### config.mk
export PLATFORM = sky130hd
export DESIGN_NAME = lfsr_job_arbiter
export DESIGN_NICKNAME = d
export VERILOG_FILES = /design/src/rtl/lfsr_pkg.sv /design/src/rtl/lfsr_rr_pick.sv /design/src/rtl/lfsr_job_arbiter.sv
export SDC_FILE = /design/constraint.sdc
export NUM_CORES = 1
export LEC_CHECK = 0
export ABC_AREA = 0
export CAP_MARGIN = 25
export CORE_ASPECT_RATIO = 1.25
export CORE_MARGIN = 4
export CORE_UTILIZATION = 43
export CTS_CLUSTER_DIAMETER = 100
export CTS_CLUSTER_SIZE = 16
export DETAILED_ROUTE_END_ITERATION = 6
export PLACE_DENSITY = 0.85
export SLEW_MARGIN = 25
export SYNTH_ARGS = -nofsm -noshare
export SYNTH_HDL_FRONTEND = slang
export SYNTH_SLANG_ARGS = --single-unit
### constraint.sdc
create_clock -name wb_clk_i -period 3 [get_ports wb_clk_i]
set_clock_uncertainty 0.05 [all_clocks]
set_input_delay 0.45 -clock wb_clk_i [delete_from_list [all_inputs] [get_ports wb_clk_i]]
set_output_delay 0.45 -clock wb_clk_i [all_outputs]
set_load 0.02 [all_outputs]
### src/rtl/lfsr_pkg.sv
// -----------------------------------------------------------------------------
// lfsr_pkg
//   Shared definitions for the LFSR job arbiter.
//   - state_t        : arbiter FSM encoding (2 bits)
//   - DWIDTH_DEFAULT : default LFSR / tap / count / result width
// -----------------------------------------------------------------------------
package lfsr_pkg;

    localparam int DWIDTH_DEFAULT = 8;

    typedef enum logic [1:0] {
        ST_IDLE    = 2'd0,
        ST_LAUNCH  = 2'd1,
        ST_WAIT    = 2'd2,
        ST_RESPOND = 2'd3
    } state_t;

endpackage

### src/rtl/lfsr_rr_pick.sv
// -----------------------------------------------------------------------------
// lfsr_rr_pick
//   Combinational round-robin picker: selects the first asserted bit of
//   'valid' at or after index 'ptr', wrapping modulo N_REQ.
// Ports
//   valid  in   N_REQ  request vector
//   ptr    in   IW     index with highest priority (always < N_REQ)
//   grant  out  N_REQ  one-hot grant (all zero when nothing is valid)
//   idx    out  IW     encoded grant index (0 when nothing is valid)
//   any    out  1      at least one request is valid
// -----------------------------------------------------------------------------
module lfsr_rr_pick #(
    parameter int N_REQ = 4,
    parameter int IW    = $clog2(N_REQ)
) (
    input  logic [N_REQ-1:0] valid,
    input  logic [IW-1:0]    ptr,
    output logic [N_REQ-1:0] grant,
    output logic [IW-1:0]    idx,
    output logic             any
);

    // cand[k] is the requester that sits k places after ptr in priority order.
    logic [IW-1:0] cand [N_REQ];

    genvar gi;
    generate
        for (gi = 0; gi < N_REQ; gi++) begin : g_cand
            logic [IW:0] sum;
            assign sum       = {1'b0, ptr} + (IW+1)'(gi);
            assign cand[gi]  = (sum >= (IW+1)'(N_REQ)) ? IW'(sum - (IW+1)'(N_REQ))
                                                       : sum[IW-1:0];
        end
    endgenerate

    always_comb begin
        grant = '0;
        idx   = '0;
        any   = 1'b0;
        // Walk from lowest to highest priority so the highest-priority hit is
        // the one that survives.
        for (int k = N_REQ - 1; k >= 0; k--) begin
            if (valid[cand[k]]) begin
                any = 1'b1;
                idx = cand[k];
            end
        end
        if (any) begin
            grant[idx] = 1'b1;
        end
    end

endmodule

### src/rtl/lfsr_job_arbiter.sv
// -----------------------------------------------------------------------------
// lfsr_job_arbiter
//   Shares one LFSR core between N_REQ requesters. Jobs (tap mask + step
//   count) are accepted round-robin, launched on the core, supervised with a
//   timeout and returned as a tagged response.
// Ports
//   wb_clk_i / wb_rst_i     clock, asynchronous active-high reset
//   req_valid/taps/count    per-requester job, packed i*DWIDTH +: DWIDTH
//   req_ready               one-hot accept strobe (IDLE only)
//   core_start/taps/count   launch pulse and latched job to the core
//   core_abort              one-cycle pulse when the job times out
//   core_done/core_num      completion pulse and result from the core
//   rsp_valid/id/num/err    response, held until rsp_ready
//   rsp_ready               consumer accepts the response
// -----------------------------------------------------------------------------
module lfsr_job_arbiter
    import lfsr_pkg::*;
#(
    parameter int N_REQ   = 4,
    parameter int DWIDTH  = DWIDTH_DEFAULT,
    parameter int TIMEOUT = 64
) (
    input  logic                       wb_clk_i,
    input  logic                       wb_rst_i,
    input  logic [N_REQ-1:0]           req_valid,
    input  logic [N_REQ*DWIDTH-1:0]    req_taps,
    input  logic [N_REQ*DWIDTH-1:0]    req_count,
    output logic [N_REQ-1:0]           req_ready,
    output logic                       core_start,
    output logic [DWIDTH-1:0]          core_taps,
    output logic [DWIDTH-1:0]          core_count,
    output logic                       core_abort,
    input  logic                       core_done,
    input  logic [DWIDTH-1:0]          core_num,
    output logic                       rsp_valid,
    output logic [$clog2(N_REQ)-1:0]   rsp_id,
    output logic [DWIDTH-1:0]          rsp_num,
    output logic                       rsp_err,
    input  logic                       rsp_ready
);

    localparam int IW = $clog2(N_REQ);
    localparam int CW = $clog2(TIMEOUT);
    localparam logic [CW-1:0] CNT_LAST = CW'(TIMEOUT - 1);

    state_t             state_reg, state_next;
    logic [IW-1:0]      rr_ptr_reg;
    logic [IW-1:0]      id_reg;
    logic [DWIDTH-1:0]  taps_reg;
    logic [DWIDTH-1:0]  count_reg;
    logic [CW-1:0]      cnt_reg;
    logic [DWIDTH-1:0]  rsp_num_reg;
    logic               rsp_err_reg;

    // Unpacked views of the per-requester job fields.
    logic [DWIDTH-1:0]  taps_arr  [N_REQ];
    logic [DWIDTH-1:0]  count_arr [N_REQ];

    genvar gi;
    generate
        for (gi = 0; gi < N_REQ; gi++) begin : g_unpack
            assign taps_arr[gi]  = req_taps[gi*DWIDTH +: DWIDTH];
            assign count_arr[gi] = req_count[gi*DWIDTH +: DWIDTH];
        end
    endgenerate

    logic [N_REQ-1:0]   pick_grant;
    logic [IW-1:0]      pick_idx;
    logic               pick_any;

    lfsr_rr_pick #(
        .N_REQ (N_REQ),
        .IW    (IW)
    ) u_pick (
        .valid (req_valid),
        .ptr   (rr_ptr_reg),
        .grant (pick_grant),
        .idx   (pick_idx),
        .any   (pick_any)
    );

    logic [DWIDTH-1:0]  pick_taps;
    logic [DWIDTH-1:0]  pick_count;
    logic               zero_taps;
    logic               timeout_hit;
    logic [IW-1:0]      ptr_after_id;

    assign pick_taps    = taps_arr[pick_idx];
    assign pick_count   = count_arr[pick_idx];
    assign zero_taps    = (pick_taps == '0);
    assign timeout_hit  = (cnt_reg == CNT_LAST);
    assign ptr_after_id = (id_reg == IW'(N_REQ - 1)) ? '0 : id_reg + IW'(1);

    // Next-state and strobe outputs.
    always_comb begin
        state_next = state_reg;
        req_ready  = '0;
        core_start = 1'b0;
        core_abort = 1'b0;
        rsp_valid  = 1'b0;
        case (state_reg)
            ST_IDLE: begin
                // Gated by reset so no accept strobe is seen while the
                // registers are being held in reset.
                if (pick_any && !wb_rst_i) begin
                    req_ready  = pick_grant;
                    state_next = zero_taps ? ST_RESPOND : ST_LAUNCH;
                end
            end
            ST_LAUNCH: begin
                core_start = 1'b1;
                state_next = ST_WAIT;
            end
            ST_WAIT: begin
                // A completion in the timeout cycle takes precedence.
                if (core_done) begin
                    state_next = ST_RESPOND;
                end else if (timeout_hit) begin
                    core_abort = 1'b1;
                    state_next = ST_RESPOND;
                end
            end
            ST_RESPOND: begin
                rsp_valid = 1'b1;
                if (rsp_ready) begin
                    state_next = ST_IDLE;
                end
            end
            default: state_next = ST_IDLE;
        endcase
    end

    // State register, job latches, timeout counter and response registers.
    always_ff @(posedge wb_clk_i or posedge wb_rst_i) begin
        if (wb_rst_i) begin
            state_reg   <= ST_IDLE;
            rr_ptr_reg  <= '0;
            id_reg      <= '0;
            taps_reg    <= '0;
            count_reg   <= '0;
            cnt_reg     <= '0;
            rsp_num_reg <= '0;
            rsp_err_reg <= 1'b0;
        end else begin
            state_reg <= state_next;
            case (state_reg)
                ST_IDLE: begin
                    if (pick_any) begin
                        id_reg      <= pick_idx;
                        taps_reg    <= pick_taps;
                        count_reg   <= pick_count;
                        rsp_num_reg <= '0;
                        rsp_err_reg <= zero_taps;
                    end
                end
                ST_LAUNCH: begin
                    cnt_reg <= '0;
                end
                ST_WAIT: begin
                    cnt_reg <= cnt_reg + CW'(1);
                    if (core_done) begin
                        rsp_num_reg <= core_num;
                        rsp_err_reg <= 1'b0;
                    end else if (timeout_hit) begin
                        rsp_num_reg <= '0;
                        rsp_err_reg <= 1'b1;
                    end
                end
                ST_RESPOND: begin
                    if (rsp_ready) begin
                        rr_ptr_reg <= ptr_after_id;
                    end
                end
                default: ;
            endcase
        end
    end

    assign core_taps  = taps_reg;
    assign core_count = count_reg;
    assign rsp_id     = id_reg;
    assign rsp_num    = rsp_num_reg;
    assign rsp_err    = rsp_err_reg;

endmodule

==> metrics <==
CTS tree yes; Placeable Area 5080 µm²; RR Endpoint rsp_err; average cell area after synthesis 9.182 µm²; outcome finished clean; Worst Slack Setup Final 110.2 ps; CP Data Required Time 2500 ps; placed inst area 3470 µm²; DRC 0; Synth Flop Type dfrtp_1; Hold Path Depth 2; minimum clock period 2890 ps; largest net degree at the start of global routing 37; Final setup viols 0; FMAX 346.0 MHz; post-CTS setup buffer count 0; wire length of the first global-routing pass 9.777 mm; most frequent cells in the layout 112 x clkdlybuf4s50_1, 39 x nand2_1, 38 x o21ai_0, 37 x dfrtp_1, 25 x mux2i_1; EDFF count, synth 0; internal power 0.001886 W; Sequential Power Share 0.270; Crit Path Class in2out; layout cells sized above 1 0.1080; VDD IR max 581.5 µV; crit end category primary output; max cap viols 0; arrival time worst endpoint 2390 ps; R2R cell count 9; # fillers 408; Clock power frac 0.159; Crit Path Max Fanout 5; Final period util 0.9633; First-pass DRT Iterations 4; H-tree depth reported by CTS 2; CTS max path bufs 2; Syn Nets 332; Synth Register Bits 37; Hold Startpoint core_count[4]; synthesized area 2250 µm²; Iter 0 DRT Violations 25; pre-CTS worst setup slack -69.13 ps; ys async rst share 1.000; power density over the cells 876.8 nW/µm²; Die ar. 6460 µm²; Ports 114; Worst-Skew Late Latency 280 ps; Routed Antenna Nets 0; GRT Resource Usage Total 0.1929; placed cells 415; CTS Buf Count 5; max-slew violations 0; row count 29; # port buffers 113; Comb pwr share 0.571; routed len/inst 15.40 µm; gpl congestion 0.7934; remaining global-route overflow 0; vias 2,216; n_diodes 0; Slew @ Worst Pin 359.6 ps; final hold viol count 0; Post-CTS Hold Buffers 0; Vias/cell 5.239; Layout area overhead 60.29%; Synth Warn # 0; unrepaired setup endpoints after global routing no; wirelength, routed 6.513 mm; startpoint types primary input; Max transition margin 0.7580; Clock Root Buffer clkbuf_8; chip height 88.87 µm; Synth cell types 31; vias in the first global route 2,191; Initial Util 0.4429; R2R Setup Slk 440 ps; Cells after Synth 245; DP HPWL 5.255 mm; final std cells w/o fill 423; Worst Hold End core_count[4]; Clk pin slew, worst setup/hold paths 70 ps; fin nets 447; sequential-to-total area share from yosys stat 0.4116; die width 72.70 µm; switching share of power 0.4035; CTS sink count 37; worst r2r src rr_ptr_reg[1]; leakage power 1.575 nW; most common cell after layout, fill and taps aside clkdlybuf4s50_1; post-route cell area 3606 µm²; worst hold path type reg2reg; initial antenna violation count 0; total power 0.003162 W; NetSw 0.001276 W
[repair_timing]
item / CTS / global route
resized for setup: 0 / 1
hold endpoints to repair: 0 / 0
endpoints found under the setup margin: 0 / 1
[layout make-up]
class                           count  area (µm²)  area share
Multi-Input combinational cell    183        1222      0.3390
Timing Repair Buffer              123        1209      0.3352
Sequential cell                    37       925.9      0.2568
Tap cell                           62       77.57     0.02151
Clock buffer                        5       68.82     0.01908
Clock inverter                      3       65.06     0.01804
Inverter                           10       37.54     0.01041
[power groups by stage]
stage                     Combinational, W  Clock (W)  Sequential (W)
final                              0.00181   0.000502        0.000852
after global routing               0.00196   0.000535        0.000877
after CTS                          0.00182   0.000513        0.000854
after detailed placement           0.00182          0        0.000860
after global placement             0.00178          0        0.000848
after floorplan                   0.000907          0         0.00103
[layer usage]
layer | part of all wire | wire [µm] | up-vias | track usage
li1 | - | - | 1079 | -
met1 | 0.38 | 2477 | 1035 | 0.2066
met2 | 0.51 | 3301 | 97 | 0.3498
met3 | 0.10 | 683 | 5 | 0.07614
met4 | 0.0078 | 51 | 0 | 0.05369
met5 | 0 | 0 | - | 0
[synth_stat cells, types with 2 or more instances]
| master | n | share of area |
|---|---|---|
| dfrtp_1 | 37 | 0.41 |
| nor4_1 | 3 | 0.0083 |
| o21ai_0 | 38 | 0.085 |
| buf_6 | 2 | 0.010 |
| o22ai_1 | 2 | 0.0056 |
| mux2i_1 | 25 | 0.11 |
| nand2b_1 | 6 | 0.017 |
| nand3_1 | 12 | 0.027 |
| mux2_2 | 19 | 0.095 |
| clkbuf_1 | 9 | 0.015 |
| inv_1 | 10 | 0.017 |
| a21o_1 | 2 | 0.0067 |
| a21oi_1 | 5 | 0.011 |
| nand2_1 | 39 | 0.065 |
| nor3_1 | 2 | 0.0044 |
| nand4_1 | 3 | 0.0083 |
| nor2b_1 | 3 | 0.0083 |
| buf_2 | 2 | 0.0044 |
| ha_1 | 7 | 0.039 |
| nor2_1 | 7 | 0.012 |
| and3_1 | 2 | 0.0056 |
[critical path: stages]
cell             delay, ps
clkdlybuf4s50_1        540
nand2b_1               130
a21oi_1                 90
a211oi_4               350
and3_1                 220
clkdlybuf4s50_1        610
[logic make-up after synthesis]
kind of cell    Yosys count  synth area share
mux                      44            0.2063
simple gates             79            0.1619
fa+ha+maj                 7           0.03893
compound gates           52            0.1263
flops                    37            0.4116
buf+inv                  25           0.05117
xor+xnor                  1          0.003894
[worst max path at each step]
| stage | slack (ps) | depth (start not counted) | endpoint | startpoint |
|---|---|---|---|---|
| 6_report | 110 | 6 | req_ready[3] | req_valid[1] |
| 4_1_cts | 50 | 6 | req_ready[0] | req_valid[0] |
| 2_1_floorplan | 490 | 7 | req_ready[0] | rr_ptr_reg[0] |
| 5_1_grt | 20 | 7 | req_ready[1] | req_valid[1] |
| 3_3_place_gp | 70 | 6 | req_ready[0] | req_valid[0] |
| 3_5_place_dp | -70 | 10 | rsp_err | req_valid[0] |
[per-stage QoR]
stage	util	hold slack (ps)	setup TNS, ps
2_1_floorplan	-	428.1	0
3_3_place_gp	0.6830	409.8	0
3_5_place_dp	0.6830	422.9	-69.13
4_1_cts	0.7094	439.9	0
5_1_grt	0.7099	470.2	0
6_report	0.7099	434.4	0
Note: power is estimated with default switching activity, not from simulation.
